$ cat src/rtl/regfile_writeback_pkg.sv
// regfile_writeback_pkg: shared constants and the queued write-back entry type
package regfile_writeback_pkg;
    localparam int DATA_WIDTH = 32;
    localparam int ADDR_WIDTH = 5;
    localparam logic [ADDR_WIDTH-1:0] REG_ZERO = '0;
    typedef struct packed {
        logic [ADDR_WIDTH-1:0] rd;
        logic [DATA_WIDTH-1:0] data;
    } wb_entry_t;
endpackage

$ cat src/rtl/regfile_writeback_fifo.sv
// wb_fifo: circular buffer of pending LSU write-back entries
module wb_fifo
    import regfile_writeback_pkg::*;
#(
    parameter int DEPTH = 4
) (
    input  logic                   clock,
    input  logic                   resetControl_n,
    input  logic                   push,
    input  logic                   pop,
    input  wb_entry_t              din,
    output wb_entry_t              dout,
    output logic                   full,
    output logic                   empty,
    output logic [$clog2(DEPTH):0] count
);
    localparam int PW = $clog2(DEPTH);
    wb_entry_t mem_q [DEPTH];
    logic [PW-1:0] wr_ptr_d, wr_ptr_q, rd_ptr_d, rd_ptr_q;
    logic [PW:0] count_d, count_q;
    logic push_ok, pop_ok;
    assign full  = count_q == (PW+1)'(DEPTH);
    assign empty = count_q == '0;
    assign count = count_q;
    assign dout  = mem_q[rd_ptr_q];
    always_comb begin
        push_ok  = push && !full;
        pop_ok   = pop && !empty;
        wr_ptr_d = push_ok ? wr_ptr_q + 1'b1 : wr_ptr_q;
        rd_ptr_d = pop_ok ? rd_ptr_q + 1'b1 : rd_ptr_q;
        count_d  = count_q + (PW+1)'(push_ok) - (PW+1)'(pop_ok);
    end
    always_ff @(posedge clock or negedge resetControl_n) begin
        if (!resetControl_n) begin
            wr_ptr_q <= '0;
            rd_ptr_q <= '0;
            count_q  <= '0;
        end else begin
            wr_ptr_q <= wr_ptr_d;
            rd_ptr_q <= rd_ptr_d;
            count_q  <= count_d;
        end
    end
    always_ff @(posedge clock) begin
        if (push_ok) mem_q[wr_ptr_q] <= din;
    end
endmodule

$ cat src/rtl/regfile_writeback.sv
// regfile_writeback: register-file write port arbiter merging ALU results with queued LSU results
module regfile_writeback
    import regfile_writeback_pkg::*;
#(
    parameter int DEPTH = 4
) (
    input  logic                   clock,
    input  logic                   resetControl_n,
    input  logic                   alu_valid,
    input  logic [ADDR_WIDTH-1:0]  alu_rd,
    input  logic [DATA_WIDTH-1:0]  alu_data,
    input  logic                   lsu_valid,
    input  logic [ADDR_WIDTH-1:0]  lsu_rd,
    input  logic [DATA_WIDTH-1:0]  lsu_data,
    output logic                   lsu_ready,
    input  logic                   issue_valid,
    input  logic [ADDR_WIDTH-1:0]  issue_rd,
    input  logic [ADDR_WIDTH-1:0]  query_rs,
    input  logic [ADDR_WIDTH-1:0]  query_rt,
    input  logic [ADDR_WIDTH-1:0]  query_rd,
    output logic                   stall,
    output logic                   we,
    output logic [ADDR_WIDTH-1:0]  rd,
    output logic [DATA_WIDTH-1:0]  input_data,
    output logic [$clog2(DEPTH):0] fifo_count
);
    localparam int NREG = 2 ** ADDR_WIDTH;
    wb_entry_t lsu_entry, head;
    logic full, empty, alu_sel, pop, push, we_d, we_q;
    logic [ADDR_WIDTH-1:0] rd_d, rd_q;
    logic [DATA_WIDTH-1:0] data_d, data_q;
    logic [NREG-1:0] pending_d, pending_q, set, clr;
    wb_fifo #(.DEPTH(DEPTH)) u_fifo (
        .clock          (clock),
        .resetControl_n (resetControl_n),
        .push           (push),
        .pop            (pop),
        .din            (lsu_entry),
        .dout           (head),
        .full           (full),
        .empty          (empty),
        .count          (fifo_count)
    );
    always_comb begin
        alu_sel   = alu_valid && alu_rd != REG_ZERO;
        pop       = !alu_sel && !empty;
        push      = lsu_valid && !full && lsu_rd != REG_ZERO;
        lsu_entry = '{rd: lsu_rd, data: lsu_data};
        we_d      = alu_sel || pop;
        rd_d      = alu_sel ? alu_rd : pop ? head.rd : rd_q;
        data_d    = alu_sel ? alu_data : pop ? head.data : data_q;
        set       = issue_valid ? NREG'(1) << issue_rd : '0;
        clr       = pop ? NREG'(1) << head.rd : '0;
        // set is OR-ed after the clear so a same-cycle re-issue keeps the bit
        pending_d = ((pending_q & ~clr) | set) & ~NREG'(1);
    end
    always_ff @(posedge clock or negedge resetControl_n) begin
        if (!resetControl_n) begin
            we_q      <= 1'b0;
            rd_q      <= '0;
            data_q    <= '0;
            pending_q <= '0;
        end else begin
            we_q      <= we_d;
            rd_q      <= rd_d;
            data_q    <= data_d;
            pending_q <= pending_d;
        end
    end
    assign we         = we_q;
    assign rd         = rd_q;
    assign input_data = data_q;
    assign lsu_ready  = !full;
    assign stall      = pending_q[query_rs] | pending_q[query_rt] | pending_q[query_rd];
    // a register freed by this cycle's pop may legally be re-issued
    a_no_pending_issue: assert property (@(posedge clock) disable iff (!resetControl_n)
        !(issue_valid && issue_rd != REG_ZERO && pending_q[issue_rd] && !clr[issue_rd]));
endmodule

$ cat config.mk
export PLATFORM = sky130hd
export DESIGN_NAME = regfile_writeback
export DESIGN_NICKNAME = d
export VERILOG_FILES = /design/src/rtl/regfile_writeback_pkg.sv /design/src/rtl/regfile_writeback_fifo.sv /design/src/rtl/regfile_writeback.sv
export SDC_FILE = /design/constraint.sdc
export NUM_CORES = 1
export LEC_CHECK = 0
export CAP_MARGIN = 15
export CORE_MARGIN = 2
export CORE_UTILIZATION = 55
export CTS_CLUSTER_SIZE = 10
export DETAILED_ROUTE_END_ITERATION = 10
export GPL_TIMING_DRIVEN = 0
export PLACE_DENSITY = 0.86
export RECOVER_POWER = 100
export REMOVE_ABC_BUFFERS = 1
export SYNTH_ARGS = -nofsm -noshare
export SYNTH_HDL_FRONTEND = slang
export SYNTH_HIERARCHICAL = 1
export SYNTH_SLANG_ARGS = --single-unit
$ cat constraint.sdc
create_clock -name clock -period 4.7 [get_ports clock]
set_input_delay 0.94 -clock clock [delete_from_list [all_inputs] [get_ports clock]]
set_output_delay 0.94 -clock clock [all_outputs]
set_load 0.02 [all_outputs]
==> reports/summary.txt, run 1 <==
Worst EP arrival: 3.50 ns
Reg2Reg Launch Point: u_fifo/count[2]$_DFF_PN0_
CTS Buffer Depth: 3
Peak Freq: 0.225 GHz
Slowest-stage cell, CP: mux4_1
Seq pwr share: 42.3%
number of synthesized register bits: 224
Die Width: 137 um
nets: 863
commonest non-fill, non-tap cell in the layout: edfxtp_1
full die area: 18900 um^2
Synth Flop Type: edfxtp_1
DRC errors left: 0
Post-Synthesis Cells: 608
worst-margin pin slew: 2.27 ns
antenna-violating nets left: 0
DRT iter0 DRCs: 413
Layout area overhead: 24.8%
pre-CTS WS: -0.0208 ns
CP Class: input pin to primary output
Register Area: 6350 um^2
first-pass detailed-route iteration total: 4
number of synthesized flops with an enable pin: 148
Routed WL: 23000 um
fraction of layout cells with a size suffix above 1: 13.0%
failing checks: capacitance limit, slew limit
r2r endpoint: u_fifo/mem_q[2][21]$_DFFE_PP_
vias in the first global route: 6540
num ports: 142
R2R depth: 5
Synth cell types: 56
pin count of the biggest net entering global routing: 43
CORE AREA: 17400 um^2
pwr/cell area: 599 nW/um^2
setup violators final: 0
hold depth: 2
switching share of power: 32.6%
Peak VDD IR: 0.406 mV
total CTS buffers: 26
WP buf/inv: 2
area occupied by multi-input gates: 3220 um^2
status: complete, but fails checks
FFs w/ async S/R, synth: 33.9%
Slew Limit Fails: 116
mux cell area share after synthesis: 18.4%
fin crit share: 94.4%
RSZ-0062 raised after global routing: no
clock insertion delay at the later pin of the skew report: 0.51 ns
Rel. slew slack: -51.1%
reg-to-reg slack, setup: 1.18 ns
combinational family with the most area after synthesis: multiplexers
Adder-Cell Fraction of Synth Area: 0.973%
GPL Wtd Cong: 0.834
CTS tree: built
commonest cells after routing, fill and taps aside: edfxtp_1, dlygate4sd3_1, dfrtp_1
CP Data Required Time: 3.76 ns
max-cap violations: 3
Initial Util: 56.3%
routed vias: 6191
Fin. Hold Viols: 0
clk slew on worst S/H paths: 0.05 ns
CTS root buf: clkbuf_16
Max stage delay on crit path: 0.60 ns
critical path cell sequence: dlygate4sd2_1 -> mux4_1 -> mux2_4 -> and3_4 -> a2111oi_4 -> nand4_1 -> clkdlybuf4s50_1
Die Y: 137 um
XOR/XNOR share of the synthesized area: 0.358%
FP Rows: 48
gr ovfl total: 0
Design Power: 7.31 mW
routed len/inst: 22.7 um
minimum clock period: 4.44 ns
critical path capture point type: primary output
register area share after synthesis: 64.9%
FILL cells: 1078
first-pass GRT wire length: 36200 um
number of sinks on the clock net: 224
leakage power: 4.29 nW
final setup margin: 0.262 ns
synth warn: 6
HP Start: input_data[21]$_DFFE_PN0P_
Comb power frac: 33.5%
IO Port Bufs: 141
Via density: 6.14
kind of cell adding the most delay to the critical path: buffers and inverters
worst hold path type: flip-flop to flip-flop
CP Max Fanout: 11
syn_area_per_cell: 16.1 um^2
Final HPWL DP: 15200 um
Setup Skew: 0.0131 ns
H-tree lvl count: 1
initial antenna violation count: 8
Tot GR Track Use: 25.3%
Clk pwr share: 24.2%
Simple-Gate Fraction of Synth Area: 6.41%
synthesized cell area: 9770 um^2
startpoint type of the worst setup path: input pin
hold endpoint: input_data[21]$_DFFE_PN0P_
setup repair bufs after CTS: 0
Sw Pwr: 2.38 mW
internal power: 4.92 mW
Compound-Gate Fraction of Synth Area: 6.89%
-- layout make-up --
| type | count | area share, % |
|---|---|---|
| Tap cell | 225 | 2.31 |
| Antenna cell | 7 | 0.144 |
| Clock buffer | 46 | 5.95 |
| Inverter | 10 | 0.308 |
| Sequential cell | 224 | 52.0 |
| Timing Repair Buffer | 153 | 12.7 |
| Clock inverter | 2 | 0.174 |
| Multi-Input combinational cell | 342 | 26.4 |
-- worst register-to-register path: stages, from the launching register on --
cell and delay [ns]:
dfrtp_1 0.48, nor3b_1 0.26, inv_1 0.12, o311a_1 0.32, and3b_1 0.27, clkbuf_1 1.61
-- cells in the mapped netlist (3+ instances only) --
master | n | area, um^2
edfxtp_1 | 148 | 4440
nand3_1 | 3 | 15.0
buf_1 | 3 | 11.3
o211ai_1 | 3 | 22.5
inv_1 | 10 | 37.5
ha_1 | 6 | 75.1
nand4b_1 | 6 | 52.6
nand2_1 | 8 | 30.0
nand4bb_1 | 6 | 67.6
buf_2 | 13 | 65.1
o21ai_0 | 60 | 300
buf_6 | 3 | 33.8
a21oi_1 | 36 | 180
mux2i_1 | 47 | 470
xnor2_1 | 3 | 26.3
dfrtp_1 | 76 | 1900
o31ai_1 | 4 | 30.0
mux4_1 | 3 | 78.8
nor2_1 | 39 | 146
nor3b_1 | 3 | 22.5
nor2b_1 | 5 | 31.3
mux2_2 | 3 | 33.8
mux4_2 | 52 | 1170
and3b_1 | 4 | 35.0
nand2b_1 | 15 | 93.8
clkbuf_1 | 11 | 41.3
-- routing by layer --
metal / up-vias / part of all wire, % / GRT usage, % / routed length, um
met5: - / 0.048 / 0 / 11
met4: 2 / 2.5 / 8.53 / 567
met3: 49 / 6.8 / 4.82 / 1570
met2: 267 / 52 / 43.9 / 12000
met1: 3161 / 38 / 32.3 / 8810
li1: 2712 / - / - / -
-- logic make-up (layout without fill, tap and decap cells) --
kind of cell	Yosys count	in the layout
flip-flops	224	224
AND/OR/NAND/NOR	107	107
buffers and inverters	42	211
XOR/XNOR	4	4
other	0	7
multiplexers	107	107
AO/OA/AOI/OAI	117	117
adder cells (fa/ha/maj)	7	7
-- registers in the layout, summed over array words and instances, names as in the netlist --
register,cells
pending_q,31
u_fifo/count,3
we,1
u_fifo/rd_ptr_q,2
u_fifo/wr_ptr_q,2
rd,5
input_data,32
u_fifo/mem_q,148
-- through the flow --
step	hold slack, ns	instance area (um^2)	instances	util [%]	TNS, ns
after floorplan	0.499	9610	576	-	-35.95
after global placement	0.542	11300	942	65.1	-159.71
after detailed placement	0.559	11500	954	66.5	-0.0208
after CTS	0.424	12300	1002	70.8	0
after global routing	0.601	12200	1007	70.3	0
final	0.572	12200	1009	70.3	0
-- timing repair --
| item | in CTS | in global routing |
|---|---|---|
| endpoints found under the setup margin | 1 | 1 |
| hold buffers | 0 | 0 |
| resized for setup | 1 | 1 |
-- worst max-delay path by stage --
stage / startpoint / end / cells past startpoint
floorplan: u_fifo/count[1]$_DFF_PN0_ / u_fifo/count[2]$_DFF_PN0_ / 10
global placement: u_fifo/count[1]$_DFF_PN0_ / u_fifo/count[2]$_DFF_PN0_ / 10
detailed placement: query_rd[0] / stall / 7
CTS: query_rt[1] / stall / 7
global route: alu_rd[2] / u_fifo/count[2]$_DFF_PN0_ / 12
finish: query_rd[0] / stall / 7
-- power groups by stage --
stage	Combinational (mW)	Clock, mW	Sequential, mW
final	2.45	1.77	3.09
after global routing	2.63	1.88	3.15
after CTS	2.58	1.79	3.08
after detailed placement	2.54	0	3.10
after global placement	2.29	0	3.17
after floorplan	1.40	0	3.21
(Power assumes the default switching activity.)
==> run 2, diff against run 1 <==
--- a/config.mk
+++ b/config.mk
@@ -10,6 +10,7 @@
 export CORE_UTILIZATION = 55
 export CTS_CLUSTER_SIZE = 10
 export DETAILED_ROUTE_END_ITERATION = 10
+export GPL_ROUTABILITY_DRIVEN = 0
 export GPL_TIMING_DRIVEN = 0
 export PLACE_DENSITY = 0.86
 export RECOVER_POWER = 100
==> run 2 against run 1 <==
The run still ends with capacitance limit, slew limit left. Combinational power about the same. Clock power grew 3%. Critical path depth stayed put. Critical endpoint unchanged. Largest cell class unchanged.
==> reports/summary.txt, run 2 (synthesis results as in run 1) <==
status: complete, but fails checks
failing checks: capacitance limit, slew limit
DRC errors left: 0
setup violators final: 0
Comb power frac: 33.2%
internal power: 4.98 mW
Peak VDD IR: 0.558 mV
fraction of layout cells with a size suffix above 1: 12.9%
pwr/cell area: 602 nW/um^2
Sw Pwr: 2.37 mW
nets: 863
Tot GR Track Use: 24.9%
Core Util, Final: 70.4%
FILL cells: 1051
startpoint type of the worst setup path: input pin
CP Data Required Time: 3.76 ns
Clk pwr share: 24.7%
max reg flops: 148
switching share of power: 32.2%
Seq pwr share: 42.1%
minimum clock period: 4.50 ns
FP Rows: 48
CORE AREA: 17400 um^2
cts hold-fix bufs: 0
Die Y: 137 um
CP Max Fanout: 11
CP Class: input pin to primary output
commonest non-fill, non-tap cell in the layout: edfxtp_1
clk slew on worst S/H paths: 0.05 ns
CTS root buf: clkbuf_16
routed vias: 6115
worst hold path type: flip-flop to flip-flop
Biggest register: u_fifo/mem_q
CTS tree: built
Die Width: 137 um
critical path cell sequence: dlygate4sd2_1 -> mux4_1 -> mux2_4 -> and3_4 -> a2111oi_4 -> nand4_1 -> clkdlybuf4s50_1
IO Port Bufs: 141
H-tree lvl count: 1
routed len/inst: 22.5 um
CTS Buffer Depth: 3
Routed WL: 22600 um
Rel. slew slack: -55.7%
RSZ-0062 raised after global routing: no
antenna-violating nets left: 0
leakage power: 4.30 nW
Slew Limit Fails: 219
Peak Freq: 0.222 GHz
Layout area overhead: 25.1%
vias in the first global route: 6564
commonest cells after routing, fill and taps aside: edfxtp_1, dlygate4sd3_1, dfrtp_1
Setup Skew: 0.0111 ns
max-cap violations: 6
Initial Util: 56.3%
number of sinks on the clock net: 224
full die area: 18900 um^2
first-pass detailed-route iteration total: 5
Max stage delay on crit path: 0.60 ns
first-pass GRT wire length: 35600 um
num ports: 142
total CTS buffers: 26
Design Power: 7.36 mW
DRT iter0 DRCs: 567
clock insertion delay at the later pin of the skew report: 0.52 ns
setup repair bufs after CTS: 0
fin crit share: 95.7%
initial antenna violation count: 7
worst-margin pin slew: 2.33 ns
gr ovfl total: 0
Final HPWL DP: 15100 um
Worst EP arrival: 3.56 ns
critical path capture point type: primary output
Fin. Hold Viols: 0
pin count of the biggest net entering global routing: 51
Slowest-stage cell, CP: mux4_1
Via density: 6.07
## run 2: layout make-up
type	count	area [um^2]	share of cell area [%]
Sequential cell	224	6350	51.9
Multi-Input combinational cell	342	3230	26.4
Timing Repair Buffer	153	1540	12.6
Clock buffer	46	726	5.94
Tap cell	225	282	2.30
Clock inverter	2	46.3	0.379
Inverter	10	37.5	0.307
Antenna cell	6	15.0	0.123
## run 2: path summary, 6_finish.rpt
| check | to | start | slack (ns) | cells after the start |
|---|---|---|---|---|
| worst max-delay path | stall | query_rd[0] | 0.20 | 7 |
| max in group asynchronous | pending_q[16]$_DFF_PN0_ | resetControl_n | 0.84 | 2 |
| worst min register to register | input_data[5]$_DFFE_PN0P_ | input_data[5]$_DFFE_PN0P_ | 0.58 | 2 |
| min in group asynchronous | input_data[28]$_DFFE_PN0P_ | resetControl_n | 0.80 | 1 |
| worst max register to register | u_fifo/mem_q[0][1]$_DFFE_PP_ | u_fifo/count[2]$_DFF_PN0_ | 1.15 | 5 |
| worst min-delay path | input_data[5]$_DFFE_PN0P_ | input_data[5]$_DFFE_PN0P_ | 0.58 | 2 |
## run 2: critical path, delay by kind of cell
family / cells / cell delay (ns)
muxes: 2 / 0.88
AOI/OAI and AO/OA: 1 / 0.34
and+or+nand+nor: 2 / 0.34
buffers and inverters: 2 / 1.04
## run 2: metrics by stage
| step | hold slack [ns] | std cells | setup TNS, ns | setup WS [ns] | cell area [um^2] |
|---|---|---|---|---|---|
| 6_report | 0.578 | 1008 | 0 | 0.200 | 12200 |
| 5_1_grt | 0.624 | 1006 | 0 | 0.0997 | 12200 |
| 4_1_cts | 0.352 | 1002 | 0 | 0.0194 | 12300 |
| 3_5_place_dp | 0.570 | 954 | -0.0603 | -0.0603 | 11500 |
| 3_3_place_gp | 0.539 | 942 | -151.27 | -3.16 | 11300 |
| 2_1_floorplan | 0.499 | 576 | -35.95 | -1.61 | 9610 |
## run 2: repair_timing
action	CTS	global route
endpoints found under the setup margin	1	1
cloned	0	0
gates resized for setup	1	1
## run 2: routing by layer
metal,up-vias,wire length [um],GRT usage [%]
li1,2709,-,-
met4,2,598,7.90
met1,3075,8730,31.9
met3,53,1620,5.22
met2,276,11700,42.9
met5,-,7,0
## run 2: power groups by stage
stage	Combinational [mW]	Clock [mW]	Sequential, mW
after floorplan	1.40	0	3.21
after global placement	2.27	0	3.17
after detailed placement	2.52	0	3.10
after CTS	2.56	1.84	3.08
after global routing	2.62	1.93	3.16
final	2.44	1.82	3.09
==> run 3, diff against run 2 <==
--- a/config.mk
+++ b/config.mk
@@ -7,12 +7,13 @@
 export LEC_CHECK = 0
 export CAP_MARGIN = 15
 export CORE_MARGIN = 2
-export CORE_UTILIZATION = 55
+export CORE_UTILIZATION = 54
+export CTS_CLUSTER_DIAMETER = 50
 export CTS_CLUSTER_SIZE = 10
 export DETAILED_ROUTE_END_ITERATION = 10
 export GPL_ROUTABILITY_DRIVEN = 0
 export GPL_TIMING_DRIVEN = 0
-export PLACE_DENSITY = 0.86
+export PLACE_DENSITY = 0.84
 export RECOVER_POWER = 100
 export REMOVE_ABC_BUFFERS = 1
 export SYNTH_ARGS = -nofsm -noshare
==> constraint.sdc (replaced) <==
create_clock -name clock -period 5.05 [get_ports clock]
set_input_delay 1.01 -clock clock [delete_from_list [all_inputs] [get_ports clock]]
set_output_delay 1.01 -clock clock [all_outputs]
set_load 0.02 [all_outputs]
==> run 3 against run 2 <==
The run still ends with capacitance limit, slew limit left. Sequential power decreased by 7.4%. Total power is 8.2% lower. Setup slack worse by 0.086 ns. Die area grew 1.8%. Critical path depth stayed put. Flip-flop and latch count stayed put. Clock skew down 0.00075 ns. Sequential share of layout area up 0.17 points. Critical endpoint unchanged. Largest power group unchanged.
==> reports/summary.txt, run 3 (synthesis results as in run 1) <==
setup repair bufs after CTS: 0
num ports: 142
pin count of the biggest net entering global routing: 51
full die area: 19200 um^2
Final HPWL DP: 14700 um
worst hold path type: flip-flop to flip-flop
H-tree lvl count: 1
worst-margin pin slew: 2.69 ns
status: complete, but fails checks
first-pass detailed-route iteration total: 5
RSZ-0062 raised after global routing: no
setup violators final: 0
antenna-violating nets left: 0
Design Power: 6.75 mW
startpoint type of the worst setup path: input pin
minimum clock period: 4.94 ns
cts hold-fix bufs: 0
Worst EP arrival: 3.93 ns
Core Util, Final: 68.3%
Die Y: 139 um
IO Port Bufs: 141
critical path capture point type: primary output
kind of cell adding the most delay to the critical path: buffers and inverters
max-cap violations: 6
total CTS buffers: 26
initial antenna violation count: 10
CORE AREA: 17800 um^2
cell repeated most along the worst path: clkdlybuf4s50_1
failing checks: capacitance limit, slew limit
gr ovfl total: 0
clock insertion delay at the later pin of the skew report: 0.52 ns
Slowest-stage cell, CP: clkdlybuf4s50_1
number of sinks on the clock net: 224
WP buf/inv: 2
critical path cell sequence: clkdlybuf4s50_1 -> mux4_1 -> mux2_4 -> and3_1 -> a2111oi_4 -> nand4_1 -> clkdlybuf4s50_1
routed vias: 6076
CTS tree: built
Via density: 6.02
vias in the first global route: 6377
nets: 863
FP Rows: 49
DRC errors left: 0
routed len/inst: 21.3 um
Fin. Hold Viols: 0
CP Data Required Time: 4.04 ns
Biggest register: u_fifo/mem_q
fraction of layout cells with a size suffix above 1: 12.8%
DRT iter0 DRCs: 572
Routed WL: 21500 um
CP Max Fanout: 11
Initial Util: 54.8%
Max stage delay on crit path: 0.77 ns
Tot GR Track Use: 22.4%
Die Width: 139 um
fin crit share: 97.7%
Rel. slew slack: -79.2%
Peak Freq: 0.203 GHz
pwr/cell area: 554 nW/um^2
Setup Skew: 0.0103 ns
Peak VDD IR: 0.376 mV
CTS Buffer Depth: 3
leakage power: 4.27 nW
Resized Gates After CTS: 0
commonest non-fill, non-tap cell in the layout: edfxtp_1
commonest cells after routing, fill and taps aside: edfxtp_1, dlygate4sd3_1, dfrtp_1
max reg flops: 148
clk slew on worst S/H paths: 0.05 ns
Slew Limit Fails: 215
CTS root buf: clkbuf_16
pre-CTS WS: 0.157 ns
first-pass GRT wire length: 34200 um
CP Class: input pin to primary output
final setup margin: 0.115 ns
Layout area overhead: 24.7%
## run 3: worst paths after layout
| kind | startpoint | endpoint | slack (ns) | cells past startpoint |
|---|---|---|---|---|
| max in group asynchronous | resetControl_n | pending_q[28]$_DFF_PN0_ | 0.97 | 2 |
| max reg2reg | u_fifo/count[2]$_DFF_PN0_ | u_fifo/mem_q[2][26]$_DFFE_PP_ | 1.45 | 5 |
| min reg2reg | input_data[3]$_DFFE_PN0P_ | input_data[3]$_DFFE_PN0P_ | 0.58 | 2 |
| max | query_rd[0] | stall | 0.11 | 7 |
| min | input_data[3]$_DFFE_PN0P_ | input_data[3]$_DFFE_PN0P_ | 0.58 | 2 |
| min in group asynchronous | resetControl_n | input_data[8]$_DFFE_PN0P_ | 0.85 | 1 |
## run 3: routing by layer
metal | track usage (%) | routed length (um) | vias to the layer above | part of all wire [%]
met5 | 0 | 54 | - | 0.25
met4 | 7.47 | 560 | 8 | 2.6
met3 | 5.08 | 1550 | 55 | 7.2
met2 | 39.1 | 11200 | 275 | 52
met1 | 28.1 | 8220 | 3036 | 38
li1 | - | - | 2702 | -
## run 3: cell type report
class                   count  area (um^2)
clock buffers              44          718
well taps                 229          287
inverters                  10         37.5
flip-flops and latches    224         6350
repair buffers            153         1530
diodes                      6         15.0
fillers                  1123         5650
clock inverters             2         25.0
multi-input cells         342         3230
## run 3: report_power, final
group          switching (mW)  internal (mW)  total (mW)
Clock                   0.674          0.961        1.63
Combinational            1.15           1.11        2.26
Sequential              0.352           2.51        2.86
## run 3: metrics by stage
| step | setup TNS (ns) | hold slack (ns) | instance area, um^2 | instances |
|---|---|---|---|---|
| 2_1_floorplan | -10.26 | 0.499 | 9610 | 576 |
| 3_3_place_gp | -125.89 | 0.548 | 11300 | 946 |
| 3_5_place_dp | 0 | 0.572 | 11500 | 958 |
| 4_1_cts | 0 | 0.411 | 12300 | 1004 |
| 5_1_grt | 0 | 0.595 | 12200 | 1009 |
| 6_report | 0 | 0.580 | 12200 | 1010 |
## run 3: tightest hold or removal path, cell delays in order (launching register included)
cell and delay [ns]:
dfrtp_1 0.34, mux2i_1 0.07, a21oi_1 0.13
